File: src/rtl/alu_issue_ctrl_if.sv
// Request/response handshake and ALU operand/result bundle for alu_issue_ctrl.
// slave is the controller's view; master is the issue stage / ALU side.
interface alu_issue_ctrl_if #(
    parameter int XLEN = 64
);
    logic            req_valid;
    logic            req_ready;
    logic [6:0]      req_opcode;
    logic [2:0]      req_funct3;
    logic [6:0]      req_funct7;
    logic [XLEN-1:0] req_rs1;
    logic [XLEN-1:0] req_rs2;
    logic [XLEN-1:0] req_imm;

    logic [2:0]      alu_funct;
    logic [XLEN-1:0] alu_a;
    logic [XLEN-1:0] alu_b;
    logic [XLEN-1:0] alu_result;
    logic            alu_overflow;
    logic            alu_equal;
    logic            alu_less;

    logic            rsp_valid;
    logic            rsp_ready;
    logic [XLEN-1:0] rsp_result;
    logic            rsp_taken;
    logic            rsp_illegal;
    logic            rsp_trap;

    modport slave (
        input  req_valid, req_opcode, req_funct3, req_funct7, req_rs1, req_rs2, req_imm,
        output req_ready,
        output alu_funct, alu_a, alu_b,
        input  alu_result, alu_overflow, alu_equal, alu_less,
        output rsp_valid, rsp_result, rsp_taken, rsp_illegal, rsp_trap,
        input  rsp_ready
    );

    modport master (
        output req_valid, req_opcode, req_funct3, req_funct7, req_rs1, req_rs2, req_imm,
        input  req_ready,
        input  alu_funct, alu_a, alu_b,
        output alu_result, alu_overflow, alu_equal, alu_less,
        input  rsp_valid, rsp_result, rsp_taken, rsp_illegal, rsp_trap,
        output rsp_ready
    );
endinterface

File: src/rtl/alu_issue_ctrl.sv
// RV64I issue front end for the 3-bit-funct ALU: decode, operand registers, result capture.
// Optional macro ALU_OVF_TRAP_EN enables the signed-overflow trap on ADD/SUB/ADDI.
module alu_issue_ctrl #(
    parameter int XLEN = 64
) (
    input  logic           clk,
    input  logic           reset,
    alu_issue_ctrl_if.slave bus
);
    localparam logic [2:0] F_SUM  = 3'd0;
    localparam logic [2:0] F_SHL  = 3'd1;
    localparam logic [2:0] F_SUB  = 3'd2;
    localparam logic [2:0] F_LOAD = 3'd3;
    localparam logic [2:0] F_XOR  = 3'd4;
    localparam logic [2:0] F_SHR  = 3'd5;
    localparam logic [2:0] F_AND  = 3'd7;

    localparam logic [6:0] OP_R   = 7'b0110011;
    localparam logic [6:0] OP_I   = 7'b0010011;
    localparam logic [6:0] OP_LD  = 7'b0000011;
    localparam logic [6:0] OP_ST  = 7'b0100011;
    localparam logic [6:0] OP_BR  = 7'b1100011;
    localparam logic [6:0] OP_LUI = 7'b0110111;

    typedef enum logic [1:0] {IDLE, EXEC, RESP} state_t;

    state_t          state_q;
    logic [2:0]      alu_funct_q;
    logic [XLEN-1:0] alu_a_q, alu_b_q, rsp_result_q;
    logic            req_ready_q, rsp_valid_q, rsp_taken_q, rsp_illegal_q;
    logic            branch_q;
    logic [2:0]      br_f3_q;

    logic [2:0]      funct_d;
    logic [XLEN-1:0] a_d, b_d;
    logic            illegal_d, branch_d, ovf_sel_d, taken_d;

    always_comb begin
        funct_d   = F_LOAD;
        a_d       = '0;
        b_d       = '0;
        illegal_d = 1'b0;
        branch_d  = 1'b0;
        ovf_sel_d = 1'b0;
        case (bus.req_opcode)
            OP_R: begin
                a_d = bus.req_rs1;
                b_d = bus.req_rs2;
                if (bus.req_funct7 == 7'b0000000) begin
                    case (bus.req_funct3)
                        3'b000:  begin funct_d = F_SUM; ovf_sel_d = 1'b1; end
                        3'b001:  funct_d = F_SHL;
                        3'b100:  funct_d = F_XOR;
                        3'b101:  funct_d = F_SHR;
                        3'b111:  funct_d = F_AND;
                        default: illegal_d = 1'b1;
                    endcase
                end else if (bus.req_funct7 == 7'b0100000 && bus.req_funct3 == 3'b000) begin
                    funct_d   = F_SUB;
                    ovf_sel_d = 1'b1;
                end else begin
                    illegal_d = 1'b1;
                end
            end
            OP_I: begin
                a_d = bus.req_rs1;
                b_d = bus.req_imm;
                case (bus.req_funct3)
                    3'b000: begin funct_d = F_SUM; ovf_sel_d = 1'b1; end
                    3'b001, 3'b101: begin
                        // Only logical shifts exist in the ALU, so SRAI (funct6 != 0) is rejected.
                        if (bus.req_funct7[6:1] == 6'd0) begin
                            funct_d = (bus.req_funct3 == 3'b001) ? F_SHL : F_SHR;
                            b_d     = {{(XLEN-6){1'b0}}, bus.req_imm[5:0]};
                        end else begin
                            illegal_d = 1'b1;
                        end
                    end
                    3'b100:  funct_d = F_XOR;
                    3'b111:  funct_d = F_AND;
                    default: illegal_d = 1'b1;
                endcase
            end
            OP_LD, OP_ST: begin
                funct_d = F_SUM;
                a_d     = bus.req_rs1;
                b_d     = bus.req_imm;
            end
            OP_BR: begin
                funct_d  = F_SUB;
                a_d      = bus.req_rs1;
                b_d      = bus.req_rs2;
                branch_d = 1'b1;
                if (bus.req_funct3 == 3'b010 || bus.req_funct3 == 3'b011 ||
                    bus.req_funct3 == 3'b110 || bus.req_funct3 == 3'b111)
                    illegal_d = 1'b1;
            end
            OP_LUI: begin
                funct_d = F_LOAD;
                a_d     = bus.req_imm;
            end
            default: illegal_d = 1'b1;
        endcase
        // Illegal encodings park the ALU on LOAD(0,0) so nothing stale leaks into it.
        if (illegal_d) begin
            funct_d   = F_LOAD;
            a_d       = '0;
            b_d       = '0;
            branch_d  = 1'b0;
            ovf_sel_d = 1'b0;
        end
    end

    always_comb begin
        taken_d = 1'b0;
        case (br_f3_q)
            3'b000:  taken_d =  bus.alu_equal;
            3'b001:  taken_d = !bus.alu_equal;
            3'b100:  taken_d =  bus.alu_less;
            3'b101:  taken_d = !bus.alu_less;
            default: taken_d = 1'b0;
        endcase
        taken_d = taken_d & branch_q;
    end

    always_ff @(posedge clk or posedge reset) begin
        if (reset) begin
            state_q       <= IDLE;
            req_ready_q   <= 1'b1;
            rsp_valid_q   <= 1'b0;
            alu_funct_q   <= '0;
            alu_a_q       <= '0;
            alu_b_q       <= '0;
            rsp_result_q  <= '0;
            rsp_taken_q   <= 1'b0;
            rsp_illegal_q <= 1'b0;
            branch_q      <= 1'b0;
            br_f3_q       <= '0;
        end else begin
            case (state_q)
                IDLE: if (bus.req_valid) begin
                    alu_funct_q <= funct_d;
                    alu_a_q     <= a_d;
                    alu_b_q     <= b_d;
                    branch_q    <= branch_d;
                    br_f3_q     <= bus.req_funct3;
                    req_ready_q <= 1'b0;
                    if (illegal_d) begin
                        state_q       <= RESP;
                        rsp_valid_q   <= 1'b1;
                        rsp_result_q  <= '0;
                        rsp_taken_q   <= 1'b0;
                        rsp_illegal_q <= 1'b1;
                    end else begin
                        state_q <= EXEC;
                    end
                end
                EXEC: begin
                    rsp_result_q  <= bus.alu_result;
                    rsp_taken_q   <= taken_d;
                    rsp_illegal_q <= 1'b0;
                    rsp_valid_q   <= 1'b1;
                    state_q       <= RESP;
                end
                RESP: if (bus.rsp_ready) begin
                    rsp_valid_q <= 1'b0;
                    req_ready_q <= 1'b1;
                    state_q     <= IDLE;
                end
                default: state_q <= IDLE;
            endcase
        end
    end

`ifdef ALU_OVF_TRAP_EN
    logic ovf_sel_q, rsp_trap_q;

    always_ff @(posedge clk or posedge reset) begin
        if (reset) begin
            ovf_sel_q  <= 1'b0;
            rsp_trap_q <= 1'b0;
        end else if (state_q == IDLE && bus.req_valid) begin
            ovf_sel_q  <= ovf_sel_d;
            rsp_trap_q <= 1'b0;
        end else if (state_q == EXEC) begin
            rsp_trap_q <= ovf_sel_q & bus.alu_overflow;
        end
    end

    assign bus.rsp_trap = rsp_trap_q;
`else
    logic unused_ovf;
    assign unused_ovf   = bus.alu_overflow | ovf_sel_d;
    assign bus.rsp_trap = 1'b0;
`endif

    assign bus.req_ready   = req_ready_q;
    assign bus.alu_funct   = alu_funct_q;
    assign bus.alu_a       = alu_a_q;
    assign bus.alu_b       = alu_b_q;
    assign bus.rsp_valid   = rsp_valid_q;
    assign bus.rsp_result  = rsp_result_q;
    assign bus.rsp_taken   = rsp_taken_q;
    assign bus.rsp_illegal = rsp_illegal_q;
endmodule
File: src/flat_wrapper.sv
// flat-port wrapper written by rule: the top's interface ports become plain ports
module alu_issue_ctrl_flat 
#(
    parameter int XLEN = 64
)
  (clk, reset, bus_req_valid, bus_req_opcode, bus_req_funct3, bus_req_funct7, bus_req_rs1, bus_req_rs2, bus_req_imm, bus_req_ready, bus_alu_funct, bus_alu_a, bus_alu_b, bus_alu_result, bus_alu_overflow, bus_alu_equal, bus_alu_less, bus_rsp_valid, bus_rsp_result, bus_rsp_taken, bus_rsp_illegal, bus_rsp_trap, bus_rsp_ready);
  alu_issue_ctrl_if #(.XLEN(XLEN)) bus_i ();
  input  logic clk;
  input  logic reset;
  input wire logic [$bits(bus_i.req_valid)-1:0] bus_req_valid;
  input wire logic [$bits(bus_i.req_opcode)-1:0] bus_req_opcode;
  input wire logic [$bits(bus_i.req_funct3)-1:0] bus_req_funct3;
  input wire logic [$bits(bus_i.req_funct7)-1:0] bus_req_funct7;
  input wire logic [$bits(bus_i.req_rs1)-1:0] bus_req_rs1;
  input wire logic [$bits(bus_i.req_rs2)-1:0] bus_req_rs2;
  input wire logic [$bits(bus_i.req_imm)-1:0] bus_req_imm;
  output wire logic [$bits(bus_i.req_ready)-1:0] bus_req_ready;
  output wire logic [$bits(bus_i.alu_funct)-1:0] bus_alu_funct;
  output wire logic [$bits(bus_i.alu_a)-1:0] bus_alu_a;
  output wire logic [$bits(bus_i.alu_b)-1:0] bus_alu_b;
  input wire logic [$bits(bus_i.alu_result)-1:0] bus_alu_result;
  input wire logic [$bits(bus_i.alu_overflow)-1:0] bus_alu_overflow;
  input wire logic [$bits(bus_i.alu_equal)-1:0] bus_alu_equal;
  input wire logic [$bits(bus_i.alu_less)-1:0] bus_alu_less;
  output wire logic [$bits(bus_i.rsp_valid)-1:0] bus_rsp_valid;
  output wire logic [$bits(bus_i.rsp_result)-1:0] bus_rsp_result;
  output wire logic [$bits(bus_i.rsp_taken)-1:0] bus_rsp_taken;
  output wire logic [$bits(bus_i.rsp_illegal)-1:0] bus_rsp_illegal;
  output wire logic [$bits(bus_i.rsp_trap)-1:0] bus_rsp_trap;
  input wire logic [$bits(bus_i.rsp_ready)-1:0] bus_rsp_ready;
  assign bus_i.req_valid = bus_req_valid;
  assign bus_i.req_opcode = bus_req_opcode;
  assign bus_i.req_funct3 = bus_req_funct3;
  assign bus_i.req_funct7 = bus_req_funct7;
  assign bus_i.req_rs1 = bus_req_rs1;
  assign bus_i.req_rs2 = bus_req_rs2;
  assign bus_i.req_imm = bus_req_imm;
  assign bus_req_ready = bus_i.req_ready;
  assign bus_alu_funct = bus_i.alu_funct;
  assign bus_alu_a = bus_i.alu_a;
  assign bus_alu_b = bus_i.alu_b;
  assign bus_i.alu_result = bus_alu_result;
  assign bus_i.alu_overflow = bus_alu_overflow;
  assign bus_i.alu_equal = bus_alu_equal;
  assign bus_i.alu_less = bus_alu_less;
  assign bus_rsp_valid = bus_i.rsp_valid;
  assign bus_rsp_result = bus_i.rsp_result;
  assign bus_rsp_taken = bus_i.rsp_taken;
  assign bus_rsp_illegal = bus_i.rsp_illegal;
  assign bus_rsp_trap = bus_i.rsp_trap;
  assign bus_i.rsp_ready = bus_rsp_ready;
  alu_issue_ctrl #(.XLEN(XLEN)) u_core (.clk(clk), .reset(reset), .bus(bus_i));
endmodule
File: config.mk
export PLATFORM = sky130hd
export DESIGN_NAME = alu_issue_ctrl_flat
export DESIGN_NICKNAME = d
export VERILOG_FILES = /design/src/rtl/alu_issue_ctrl_if.sv /design/src/rtl/alu_issue_ctrl.sv /design/src/flat_wrapper.sv
export SDC_FILE = /design/constraint.sdc
export NUM_CORES = 1
export LEC_CHECK = 0
export ABC_AREA = 1
export CORE_AREA = 2 2 185 187
export DETAILED_ROUTE_END_ITERATION = 16
export DIE_AREA = 0 0 187 189
export SLEW_MARGIN = 20
export SYNTH_ARGS = -nofsm -noshare
export SYNTH_HDL_FRONTEND = slang
export SYNTH_SLANG_ARGS = --single-unit
export TNS_END_PERCENT = 1
File: constraint.sdc
create_clock -name clk -period 18.3 [get_ports clk]
set_input_delay 3.66 -clock clk [delete_from_list [all_inputs] [get_ports clk]]
set_output_delay 3.66 -clock clk [all_outputs]
set_load 0.005 [all_outputs]
Word level (Yosys, flattened, before mapping)
Cells that the tools add are included.

Bitwise operators: 1. Equal/unequal tests: 22. Reductions and logical operators: 26. Mux-type cells: 42.

Operator list (count): 2-to-1 mux 64 bit (6); case mux 64 bit (2 select lines) (2); case mux 64 bit (3 select lines) (1); == test 7 x 6 -> 1 bit (second input constant) (4); case mux 3 bit (4 select lines) (2); == test 3 bit (second input constant) (6); 2-to-1 mux 1 bit (15); case mux 3 bit (5 select lines) (1); 2-to-1 mux 3 bit (4); OR reduction 5 bit (2); case mux 1 bit (2 select lines) (4); case mux 1 bit (4 select lines) (2); == test 7 x 2 -> 1 bit (second input constant) (1); == test 7 x 5 -> 1 bit (second input constant) (1); == test 7 bit (second input constant) (1); zero test 7 bit (1); == test 3 x 1 -> 1 bit (second input constant) (2); == test 3 x 2 -> 1 bit (second input constant) (2); zero test 3 bit (2); zero test 6 bit (1); 2-to-1 mux 2 bit (3); case mux 2 bit (3 select lines) (1); AND reduction 3 bit (2); OR reduction 2 bit (3); other kinds (15) (22).

Bits of input ports: 280. Logic and storage cells: 102. Output and inout port bits: 200. Bits in registers: 205.

Longest topological paths before layout
Gate-level depths: netlist of the first run.

Depth in word-level cells: 9. Mapped depth: 11. Gate-level depth less buffers: 11.

Worst setup path before layout of the first run
No wires, ideal clock.

Path kind: input-to-reg. Start point: in bus_req_opcode[1]. End point: reg u_core.rsp_result_q[40] (netlist: u_core.bus.rsp_result[40]). Setup time: 0.066 ns. Data arrival time: 4.873 ns. Stages on the path: 10. Slack: 13.361 ns. Buffers on the path: 2. Required time: 18.234 ns. Path through: nand2_1 -> nor3b_4 -> nand2_2 -> nand2_1 -> nand4_2 -> nand2_1 -> buf_6 -> buf_6 -> nand3_1 -> nand2_1.

Word-level cells in the longest chain between the ends: 5. Elaborated cells between the ends (all ways): 10. Those cells by class: eq/ne (7); mux (1); reduce/logical (2).

Ends and longest elaborated chain: from (decl) (RTL line flat_wrapper.sv:11) `input wire logic [$bits(bus_i.req_opcode)-1:0] bus_req_opcode;`; == test 7 x 2 -> 1 bit / == test 7 x 6 -> 1 bit (equally long branches) (RTL line alu_issue_ctrl.sv:45) `case (bus.req_opcode)`; OR reduction 3 bit (no line); case mux 1 bit (4 select lines) * (RTL line alu_issue_ctrl.sv:45); != test 2 x 1 -> 1 bit (no line) *; AND reduction 3 bit (no line) *; to (signal assigned) (RTL line alu_issue_ctrl.sv:159) `rsp_result_q <= bus.alu_result;`; to (decl) (RTL line alu_issue_ctrl.sv:29) `logic [XLEN-1:0] alu_a_q, alu_b_q, rsp_result_q;`.

Every way passes the cells marked *; elsewhere a longest branch is shown, timed or not. A chain may end at the register's enable or synchronous reset.

Final worst setup path of the first run
Start point: in bus_req_opcode[1]. End point: reg u_core.rsp_result_q[57] (netlist: u_core.bus.rsp_result[57]).

The elaborated chain is that of the path after synthesis.

==> run summary, run 1 <==
The share of Yosys cell area claimed by the top area cell type is a little over half. The largest area contributor in the netlist is sky130_fd_sc_hd__dfrtp_1. Sorting the synthesized cells by how often they occur yields 546 x sky130_fd_sc_hd__nand2_1, 204 x sky130_fd_sc_hd__dfrtp_1, 134 x sky130_fd_sc_hd__nand3_1, 58 x sky130_fd_sc_hd__a32oi_1, 54 x sky130_fd_sc_hd__clkbuf_1. The max-cap violation count is 0. Subtracting the final worst setup slack from the clock period gives roughly 6.4 ns.

Pin placement for this block handled between 400 and 500 I/O pins. The post-synthesis instance total is 1191. The via count of the first global-routing pass is between 10000 and 15000. The pin slew with the least headroom to its limit is a little under 1 ns. The part of the total power dissipated in combinational logic is around an eighth. The area growth from synthesis to layout is 61.5%. The via total after detailed routing is about 10000. After clock tree synthesis, the setup repair step added 0 buffers. VDD sags by at most 0.0000561 V. Power spread over the standard cell area amounts to around 72 nW/um^2. The combined flip-flop and latch cell area came out at 5130 sq um. After synthesis, the netlist uses 30 different library cells. The global-route wire length before repair is slightly above 60000 microns. The worst-case reg-to-reg path depth came out at 6. For this run, design rule violations remaining after detail routing come to 0.

After detailed placement, the design holds a cell count of between 2000 and 2500. The number of clock sinks seen by CTS is approximately 200. The per-cell via count in the routed design came out at 4.80.

The prevailing post-synth register cell is sky130_fd_sc_hd__dfrtp_1. The largest fanout on the critical path is between 60 and 70. The final total negative setup slack came out at 0 ns. TritonCTS built the clock tree.

The initialized floorplan defines between 60 and 70 standard-cell rows. The final count of negative-setup-slack endpoints is 0. The depth of the worst hold-timing path came out at 2. The kind of path behind the tightest hold check is reg -> reg. The sum of net half-perimeters after detailed placement is about 27000 microns.

The effective utilization at floorplan is 28.8%. The start-to-end type of the worst setup path is in -> reg. The startpoint identified for the worst register-to-register timing path is u_core.state_q[0].

The design area came out at ~15000 sq um. The all-layer global routing usage came out at a little over a fifth. The maximum clock frequency came out at roughly 160 MHz. The number of inserted filler cells in the final layout came out at between 3000 and 4000. The total congestion overflow came out at 0. The number of endpoints with negative hold slack in the final report came to 0.

In this run the most critical hold path is launched from u_core.bus.alu_b[2]. The portion of the post-synthesis area used by sequential elements came out at 53.6%. Hold repair after CTS inserted 0 buffers. The synthesized area divided by synthesized cell count came out at 8.04 sq um. The arrival time reported for the critical path endpoint came out at between 6 and 7 ns. The period utilization is 34.8%. The count of buffers from port buffering came out at around 480.

The number of enable flip-flop cells after synthesis came out at 0. The last weighted congestion value of the routability-driven placer came out at roughly 0.86. The die area came out at roughly 35000 sq um. The run finished with clean final reports.

The share of final-layout standard cells stronger than drive strength 1 came out at under 10%. Measured along the y axis, the die boundary spans approximately 190 microns. The residual antenna-violating net count after detailed routing came out at 0. The post-place instance area came out at 14600 sq um.

The cell area that synthesis handed to floorplanning was 9570 sq um. The clock reaches the later pin of the worst-skew pair after approximately 0.54 ns. The number of antenna violations at the first check in global routing is 4. The number of cells upsized or downsized after cts came out at 0.

The area taken by multi-input logic gates is ~3900 sq um. The average wire length per cell after detail routing is between 15 and 20 microns. The number of nets in the synthesized netlist is roughly 1500. The worst hold path terminates at u_core.bus.alu_b[2]. Summed over all layers, the routed wires come to 39900 microns.

The root buffer selected by CTS is sky130_fd_sc_hd__clkbuf_16. The kind of capture point of the worst setup path is a flop. The internal power is 838 uW.

Across the routed clock network, the largest skew measured is 0.0123 ns. By area the synthesized netlist is led by sky130_fd_sc_hd__dfrtp_1 53%, sky130_fd_sc_hd__nand2_1 21%, sky130_fd_sc_hd__nand3_1 7.0%. The number of detailed-routing iterations run before antenna repair is 5. The number of synthesis warnings came out at 0. The deepest clock path buffer count is 3. The required time of the critical path came out at about 19 ns. Sequential cells burn roughly two fifths of the power.

Setup repair after global routing left no endpoint under its margin. The chip width came out at between 150 and 200 microns. The clock-pin slew on the worst setup and hold paths came out at approximately 0.060 ns. The switching share of power came out at about 25%. For this run, the post-layout net count is about 1900.

The DRC violation total after the first TritonRoute iteration is 633. In this run the critical register-to-register path is captured at u_core.bus.alu_a[57]. In this run the power spent charging and discharging nets is between 200 and 300 uW.

Synthesis inferred 205 register bits. The maximum level of the CTS H-tree is 1. The number of pins with negative max-slew slack in the final report was 0. The finished layout holds approximately 2100 standard cells, fillers aside. The share of synthesized flip-flops with an asynchronous set or reset came out at 100%.

The region available for standard cell placement spans ~33000 sq um. The power share of the clock group is a little under half. The number of buffers added by the clock tree synthesis step came out at 25.

Entering global routing, the biggest net connects 85 pins. The most common cell in the synthesized netlist is sky130_fd_sc_hd__nand2_1. The core occupancy in the finished layout came out at ~46%. The worst setup path is launched from an input port. The leakage power summed over all cells came out at a little over 0.007 uW. The worst register-to-register path has a setup slack of ~16 ns.

The worst slew margin relative to its limit came out at a little over a third.
-- cell families after synthesis --
family / Yosys count / synth area share (%)
other: 1 / 0.0392
buffers and inverters: 119 / 5.70
muxes: 1 / 0.105
and+or+nand+nor: 714 / 30.3
AOI/OAI and AO/OA: 151 / 10.3
DFF: 205 / 53.6
-- power by group through the flow --
stage	Combinational, uW	Clock, uW	Sequential [uW]
after floorplan	44.4	0	474
after global placement	135	0	473
after detailed placement	136	0	474
after CTS	136	529	465
after global routing	145	549	466
final	134	514	466
-- layer usage --
layer	GRT usage [%]	wire length [microns]	share of wire [%]	vias up
li1	-	-	-	4777
met1	26.3	16000	40	4750
met2	36.3	18600	47	439
met3	7.80	4050	10	70
met4	7.45	1250	3.1	2
met5	0	13	0.033	-
-- critical path, cell delays in order --
cell and delay [ns]:
sky130_fd_sc_hd__clkdlybuf4s50_1 0.48, sky130_fd_sc_hd__nand2_1 0.11, sky130_fd_sc_hd__nor3b_4 0.18, sky130_fd_sc_hd__buf_4 0.64
sky130_fd_sc_hd__nand2_2 0.31, sky130_fd_sc_hd__nand2_1 0.18, sky130_fd_sc_hd__nand4_2 0.21, sky130_fd_sc_hd__nand2_2 0.10
sky130_fd_sc_hd__buf_4 0.55, sky130_fd_sc_hd__nand3_1 0.23, sky130_fd_sc_hd__nand2_1 0.13
-- how the worst max path moves through the flow --
stage / slack, ns / end / startpoint / depth (start not counted)
floorplan: 9.05 / u_core.br_f3_q[0] / reset / 1
global placement: 11.42 / u_core.bus.alu_b[8] / bus_req_opcode[6] / 12
detailed placement: 11.40 / u_core.bus.alu_b[7] / bus_req_opcode[6] / 12
CTS: 11.92 / u_core.bus.rsp_result[57] / bus_req_opcode[6] / 12
global route: 11.70 / u_core.bus.alu_b[42] / bus_req_opcode[6] / 12
finish: 11.93 / u_core.bus.rsp_result[57] / bus_req_opcode[1] / 11
-- layout by cell type, fill, tap and decap left out, drive strengths merged, types with 25 or more instances in the layout --
master / count
dfrtp: 204
a32oi: 58
nand2: 547
nand3: 134
o21ai: 78
inv: 33
clkdlybuf4s50: 477
nor2: 25
clkbuf: 32
-- area by class of cell --
class	instances	area share [%]
Antenna cell	2	0.0324
Tap cell	448	3.63
Inverter	33	0.858
Clock buffer	32	4.41
Sequential cell	205	33.2
Timing Repair Buffer	490	31.5
Clock inverter	14	1.02
Multi-Input combinational cell	867	25.3
-- sequential cells by signal, indices dropped and copies added, names as in the netlist --
name and cells:
u_core.bus.alu_a 64, u_core.bus.alu_b 64, u_core.bus.rsp_result 64, u_core.br_f3_q 3, u_core.bus.alu_funct 3, u_core.state_q 2, u_core.branch_q 1, u_core.bus.req_ready 1
u_core.bus.rsp_illegal 1, u_core.bus.rsp_taken 1, u_core.bus.rsp_valid 1
-- through the flow --
stage	power [uW]	worst slack [ns]	hold WS, ns
after floorplan	518	9.05	0.453
after global placement	609	11.42	0.461
after CTS	1130	11.92	0.481
final	1110	11.93	0.478
after detailed placement	609	11.40	0.464
after global routing	1160	11.70	0.496
Power figures use the tool's default switching activity.
==> run 2, diff against run 1 <==
==> constraint.sdc (replaced) <==
create_clock -name clk -period 5.4 [get_ports clk]
set_input_delay 1.08 -clock clk [delete_from_list [all_inputs] [get_ports clk]]
set_output_delay 1.08 -clock clk [all_outputs]
set_load 0.005 [all_outputs]
==> run 2 against run 1 <==
Sequential power grew to 3.4 times the previous value. Power grew to 3.5 times the previous value. Critical path depth shrank 1. Largest cell class unchanged. Sequential cell count is the same. Combinational power grew to 3.4 times the previous value. Register-to-register slack lost 13 ns.
==> run summary, run 2 (same netlist as run 1, synthesis figures left out) <==
Outcome: completed (unchanged). The maximum level of the CTS H-tree is 1 (unchanged). The number of endpoints with negative hold slack in the final report came out at 0 (unchanged).

The number of antenna violations at the first check in global routing came out at 1 (was 4). The sum of net half-perimeters after detailed placement is 27300 microns (was 26800 microns). Commonest cells after routing, fill and taps aside: 540 x sky130_fd_sc_hd__nand2_1, 477 x sky130_fd_sc_hd__clkdlybuf4s50_1, 204 x sky130_fd_sc_hd__dfrtp_1 (unchanged). The leakage power summed over all cells came to 0.00721 uW (was 0.00714 uW). The worst-case hold path end point was u_core.bus.rsp_valid (was u_core.bus.alu_b[2]). The average wire length per cell after detail routing was 18.7 microns (was 19.1 microns). The sequential fraction of design power was 40.2% (was 41.8%). The startpoint of the most critical register-to-register path was u_core.state_q[0] (unchanged). The final routed wirelength across all metal layers was 39200 microns (was 39900 microns). The pin slew with the least headroom to its limit came out at 1.10 ns (was 0.972 ns). The final-stage net count is 1907 (was 1902).

The per-cell via count in the routed design was 4.78 (was 4.80). The startpoint of the tightest hold check path is u_core.bus.rsp_valid (was u_core.bus.alu_b[2]). The cell type of the slowest stage on the worst timing path is sky130_fd_sc_hd__nand2_2 (was sky130_fd_sc_hd__buf_4). The number of buffers added by the clock tree synthesis step came to 25 (unchanged). The required time of the critical path came out at 5.86 ns (was 18.76 ns).

The design area came out at 15600 sq um (was 15500 sq um). The net load switching power is 943 uW (was 275 uW). The maximum number of pins on one net before global-route repair is 105 (was 85). The number of non-filler instances in the completed layout came out at 2094 (was 2091). The worst reg2reg path endpoint is u_core.bus.alu_a[22] (was u_core.bus.alu_a[57]). The number of detailed-routing iterations run before antenna repair is 5 (unchanged). The largest fanout on the critical path came out at 45 (was 66). Cells traversed along the worst timing path: clkdlybuf4s50_1 > nand2_1 > nor3b_4 > nand2_2 > nand2_1 > nand4_2 > nand2_2 > buf_4 > nand3_1 > nand2_1 (was clkdlybuf4s50_1 > nand2_1 > nor3b_4 > buf_4 > nand2_2 > nand2_1 > nand4_2 > nand2_2 > buf_4 > nand3_1 > nand2_1). The effective utilization at floorplan came to 28.8% (unchanged). The most frequent cell on the critical path is sky130_fd_sc_hd__nand2_1 (unchanged).

Derived from the worst setup path, the maximum achievable clock frequency is ~300 MHz. Setup repair after global routing missed its margin: no (unchanged). The number of pins with negative max-slew slack in the final report is 0 (unchanged). The all-layer global routing usage came out at 21.4% (was 21.9%). The total congestion overflow was 0 (unchanged). The total inserted antenna cells is 0 (was 2). The chip width is 187 microns (unchanged). The arrival time reported for the critical path endpoint was 3.76 ns (was 6.83 ns). The logic depth of the worst path, buffers included is 10 (was 11). The number of primary I/O pins is 480 (unchanged). The detailed-route DRC error count came to 0 (unchanged). The critical path buffer and inverter count came out at 2 (was 3). The post-place instance area came to 14700 sq um (was 14600 sq um). The largest incremental delay on the critical path came to 0.72 ns (was 0.64 ns). The clock latency on the worst-skew pair is 0.53 ns (was 0.54 ns). The share of final-layout standard cells stronger than drive strength 1 is 4.80% (was 4.51%). The overall die height came out at 189 microns (unchanged). The max-cap violation count is 0 (unchanged). The switching share of power came out at 24.1% (was 24.7%).

The final total negative setup slack is 0 ns (unchanged). The most common library cell in the layout ignoring fill and taps is sky130_fd_sc_hd__nand2_1 (unchanged). The TritonCTS clock tree is built (unchanged). The area growth from synthesis to layout came out at 63.1% (was 61.5%).

The deepest clock path buffer count was 3 (unchanged). The clock-pin slew on the worst setup and hold paths came out at 0.06 ns (about the same). The areal power density over the cells came out at 251 nW/um^2 (was 72.0 nW/um^2). The kind of path behind the tightest hold check is reg -> reg (unchanged).

The placement row count was 67 (unchanged). The depth of the worst hold-timing path is 2 (unchanged). The global-route wire length before repair is 59100 microns (was 60500 microns). The internal power came to 2980 uW (was 838 uW). The via count of the first global-routing pass is 10000 (was 10100). The last weighted congestion value of the routability-driven placer is 0.872 (was 0.861). The worst-case reg-to-reg path depth is 6 (unchanged). The post-route total power is 3920 uW (was 1110 uW). The part of the total power dissipated in combinational logic is 11.7% (was 12.0%). The number of clock sinks seen by CTS came to 205 (unchanged). The post-CTS setup buffer count is 0 (unchanged). The worst ir drop on vdd came to 0.000187 V (was 0.0000561 V). The residual antenna-violating net count after detailed routing is 0 (unchanged). The start point of the critical path is bus_req_opcode[0] (was bus_req_opcode[1]). The kind of capture point of the worst setup path is a flop (unchanged). The via total after detailed routing is 10000 (about the same). The number of cells upsized or downsized after cts came to 0 (unchanged). The count of buffers from port buffering came out at 477 (unchanged).

The area of the core region came out at 33300 sq um (unchanged). The kind of cell adding the most delay to the critical path is simple AND/OR/NAND/NOR gates (was buffers and inverters). The final clock skew came out at 0.00985 ns (was 0.0123 ns). The DRC violation total after the first TritonRoute iteration came out at 502 (was 633). The register-to-register setup slack is 2.89 ns (was 15.82 ns). The start-to-end type of the worst setup path is in -> reg (unchanged). The worst slew margin relative to its limit is 26.9% (was 35.2%). The launching element type of the critical path is an input port (unchanged).

The power share of the clock group came out at 48.1% (was 46.2%). The count of hold-fix buffers inserted at cts is 0 (unchanged). The count of placed standard cells including taps came to 2048 (was 2043).

The root buffer selected by CTS is sky130_fd_sc_hd__clkbuf_16 (unchanged). The die area came to 35300 sq um (unchanged). The final count of negative-setup-slack endpoints is 0 (unchanged). The post-layout minimum cycle time came out at roughly 3.3 ns. After layout, the worst path uses between 60% and 70% of the clock period.
-- run 2: cell count changes in the layout (fill, tap and decap cells not counted), moves of 2 or more --
cell	before	now
sky130_fd_sc_hd__bufinv_16	3	6
sky130_fd_sc_hd__clkinvlp_4	2	6
sky130_fd_sc_hd__clkinv_2	8	3
sky130_fd_sc_hd__buf_12	0	4
sky130_fd_sc_hd__diode_2	2	0
-- run 2: per-layer routing --
| metal | up-vias | GRT usage [%] | share of wire (%) |
|---|---|---|---|
| li1 | 4789 | - | - |
| met1 | 4703 | 26.3 | 40 |
| met2 | 450 | 35.4 | 47 |
| met3 | 65 | 7.15 | 10 |
| met4 | 2 | 6.99 | 3.0 |
| met5 | - | 0 | 0.028 |
-- run 2: through the flow --
step	worst slack (ns)	hold slack [ns]	utilization [%]
finish	2.11	0.471	46.9
floorplan	1.66	0.453	-
CTS	2.04	0.473	46.9
global placement	1.46	0.459	44.2
detailed placement	1.47	0.458	44.2
global route	1.90	0.495	46.9
-- run 2: cell type report --
cell class                 count  area (sq um)
fill                        3244         17700
clock inverter                15           245
tap                          448           561
timing repair buffer         495          4960
multi-input combinational    867          3920
inverter                      33           129
sequential                   205          5130
clock buffer                  31           668
-- run 2: tightest hold or removal path, stage by stage (launching register included) --
cell                      delay (ns)
sky130_fd_sc_hd__dfrtp_1        0.34
sky130_fd_sc_hd__nand2_1        0.05
sky130_fd_sc_hd__nand2_1        0.05
-- run 2: worst max path at each step --
| stage | to | slack, ns |
|---|---|---|
| 6_report | u_core.bus.rsp_result[16] | 2.11 |
| 5_1_grt | u_core.bus.rsp_result[21] | 1.90 |
| 4_1_cts | u_core.bus.alu_a[22] | 2.04 |
| 3_5_place_dp | u_core.bus.alu_a[35] | 1.47 |
| 3_3_place_gp | u_core.branch_q | 1.46 |
| 2_1_floorplan | u_core.br_f3_q[0] | 1.66 |
-- run 2: power groups by stage --
stage,logic [uW],registers [uW],clock network [uW]
final,458,1580,1880
after global routing,497,1580,1990
after CTS,465,1580,1940
after detailed placement,463,1600,0
after global placement,462,1600,0
after floorplan,151,1610,0
==> run 3, diff against run 2 <==
==> constraint.sdc (replaced) <==
create_clock -name clk -period 2.73 [get_ports clk]
set_input_delay 0.546 -clock clk [delete_from_list [all_inputs] [get_ports clk]]
set_output_delay 0.546 -clock clk [all_outputs]
set_load 0.005 [all_outputs]
==> run 3 against run 2 <==
Sequential share of layout area fell by 0.49 points. Worst setup slack got worse by 1.5 ns. Count of clock-buffer cells in the layout did not move. Final cell count rose by 0.67%. Register-to-register slack got worse by 1.9 ns. Clock skew rose by 0.0065 ns. Via count rose by 1.0%. Combinational power rose by 100%. Clock power rose by 84%.
==> run summary, run 3 (same netlist as run 1, synthesis figures left out) <==
The sum of net half-perimeters after detailed placement came to 27800 microns (was 27300 microns). The kind of cell adding the most delay to the critical path is buffers and inverters (was simple AND/OR/NAND/NOR gates). The pin slew with the least headroom to its limit came out at 0.799 ns (was 1.10 ns).

The sequential fraction of design power came out at 41.5% (was 40.2%). The kind of path behind the tightest hold check was in -> async (was reg -> reg). The count of hold-fix buffers inserted at cts came out at 0 (unchanged). The area growth from synthesis to layout came out at 65.6% (was 63.1%). The final routed wirelength across all metal layers is 39200 microns (about the same). The worst slew margin relative to its limit was 46.7% (was 26.9%). The per-cell via count in the routed design is 4.80 (was 4.78). The areal power density over the cells came out at 474 nW/um^2 (was 251 nW/um^2). The number of detailed-routing iterations run before antenna repair is 5 (unchanged).

The residual antenna-violating net count after detailed routing is 0 (unchanged). The power share of the clock group was 46.0% (was 48.1%). The effective utilization at floorplan was 28.8% (unchanged).

The net load switching power is 1790 uW (was 943 uW). The final clock skew is 0.0163 ns (was 0.00985 ns). The placement row count is 67 (unchanged). The via total after detailed routing came to 10100 (was 10000). The average wire length per cell after detail routing came out at 18.6 microns (was 18.7 microns). Based on the critical path, the design can be clocked at up to 468 MHz. The count of buffers from port buffering was 477 (unchanged). Outcome: completed (unchanged).

The die area is 35300 sq um (unchanged). The number of endpoints with negative hold slack in the final report came out at 0 (unchanged). The worst-case reg-to-reg path depth came to 5 (was 6). The largest incremental delay on the critical path is 0.56 ns (was 0.72 ns). The deepest clock path buffer count was 3 (unchanged).

The max-cap violation count is 0 (unchanged). Commonest cells after routing, fill and taps aside: 540 x sky130_fd_sc_hd__nand2_1, 477 x sky130_fd_sc_hd__clkdlybuf4s50_1, 204 x sky130_fd_sc_hd__dfrtp_1 (unchanged). The largest fanout on the critical path is 2 (was 45). The share of final-layout standard cells stronger than drive strength 1 is 5.55% (was 4.80%). The final total negative setup slack was 0 ns (unchanged). The post-CTS setup buffer count is 0 (unchanged). The all-layer global routing usage came to 21.5% (was 21.4%). The TritonCTS clock tree was built (unchanged). The final critical-path setup slack came out at 0.591 ns (was 2.11 ns). The global-route wire length before repair is 59900 microns (was 59100 microns). The count of placed standard cells including taps came to 2063 (was 2048). The total congestion overflow came out at 0 (unchanged). The launching element type of the critical path is a flop (was input port). The kind of capture point of the worst setup path was an output port (was flop). The pre-CTS setup slack came out at 0.148 ns (was 1.47 ns). The clock-pin slew on the worst setup and hold paths is 0.06 ns (about the same). The arrival time reported for the critical path endpoint came out at 1.59 ns (was 3.76 ns). The root buffer selected by CTS was sky130_fd_sc_hd__clkbuf_16 (unchanged). The post-route total power came out at 7520 uW (was 3920 uW). The number of non-filler instances in the completed layout is 2108 (was 2094). The maximum level of the CTS H-tree is 1 (unchanged).

The chip width is 187 microns (unchanged). The start-to-end type of the worst setup path is reg -> out (was in -> reg). The core occupancy in the finished layout is 47.6% (was 46.9%). The via count of the first global-routing pass is 10300 (was 10000). The detailed-route DRC error count came out at 0 (unchanged). The worst reg2reg path endpoint is u_core.bus.alu_a[61] (was u_core.bus.alu_a[22]). The leakage power summed over all cells came out at 0.00731 uW (was 0.00721 uW). The number of clock sinks seen by CTS came to 205 (unchanged).

Cells traversed along the worst timing path: clkdlybuf4s50_1 (was clkdlybuf4s50_1 > nand2_1 > nor3b_4 > nand2_2 > nand2_1 > nand4_2 > nand2_2 > buf_4 > nand3_1 > nand2_1). The clock latency on the worst-skew pair came out at 0.53 ns (about the same). The most common library cell in the layout ignoring fill and taps was sky130_fd_sc_hd__nand2_1 (unchanged).

The final count of negative-setup-slack endpoints came out at 0 (unchanged). The overall die height came out at 189 microns (unchanged). The required time of the critical path is 2.18 ns (was 5.86 ns). The number of cells upsized or downsized after cts came out at 0 (unchanged). The start point of the critical path is u_core.bus.req_ready (was bus_req_opcode[0]). The number of buffers added by the clock tree synthesis step came out at 24 (was 25).

The DRC violation total after the first TritonRoute iteration came out at 551 (was 502). The register-to-register setup slack is 1.04 ns (was 2.89 ns). The cell type of the slowest stage on the worst timing path is sky130_fd_sc_hd__clkdlybuf4s50_1 (was sky130_fd_sc_hd__nand2_2). The number of pins with negative max-slew slack in the final report came out at 0 (unchanged). The post-layout minimum cycle time came out at 2.14 ns. The critical path buffer and inverter count is 1 (was 2). The final-stage net count came out at 1921 (was 1907). The worst ir drop on vdd is 0.000358 V (was 0.000187 V). The area of the core region came out at 33300 sq um (unchanged). The switching share of power came to 23.8% (was 24.1%).

The final critical path takes up about four fifths of the cycle. The number of primary I/O pins came out at 480 (unchanged). The internal power is 5730 uW (was 2980 uW). The startpoint of the most critical register-to-register path was u_core.state_q[0] (unchanged). The part of the total power dissipated in combinational logic came out at 12.5% (was 11.7%).

Setup repair after global routing missed its margin: no (unchanged). The last weighted congestion value of the routability-driven placer came out at 0.849 (was 0.872). The maximum number of pins on one net before global-route repair came out at 137 (was 105).

The number of antenna violations at the first check in global routing came out at 3 (was 1).
[run 3: per-stage QoR]
stage	hold WS [ns]	instance area, sq um
finish	0.456	15800
detailed placement	0.464	15000
global placement	0.462	15000
CTS	0.449	15800
global route	0.459	15800
floorplan	0.453	9580
[run 3: worst max path at each step]
stage | to | cells past startpoint
floorplan | u_core.br_f3_q[0] | 1
global placement | u_core.bus.alu_b[47] | 11
detailed placement | u_core.bus.alu_a[58] | 11
CTS | bus_alu_a[11] | 1
global route | u_core.bus.rsp_result[36] | 11
finish | bus_req_ready | 1
[run 3: cell type report]
class / instances / area (sq um)
Fill cell: 3247 / 17400
Timing Repair Buffer: 510 / 5260
Sequential cell: 205 / 5130
Multi-Input combinational cell: 867 / 3920
Clock buffer: 31 / 678
Tap cell: 448 / 561
Clock inverter: 12 / 171
Inverter: 33 / 128
Antenna cell: 2 / 5.00
[run 3: tightest hold or removal path: stages]
cell and delay (ns):
sky130_fd_sc_hd__clkdlybuf4s50_1 0.44, sky130_fd_sc_hd__clkinvlp_4 0.13, sky130_fd_sc_hd__buf_12 0.21
[run 3: routing by layer]
metal,vias up,routed length [microns],global-route usage (%)
li1,4810,-,-
met1,4779,15300,26.0
met2,467,19000,37.1
met3,51,3990,6.65
met4,2,919,5.86
met5,-,16,0
[run 3: power groups by stage]
stage	clock network, uW	registers (uW)	logic (uW)
5_1_grt	3690	3120	1010
4_1_cts	3560	3120	949
6_report	3460	3120	938
3_5_place_dp	0	3180	945
3_3_place_gp	0	3170	943
2_1_floorplan	0	3180	298
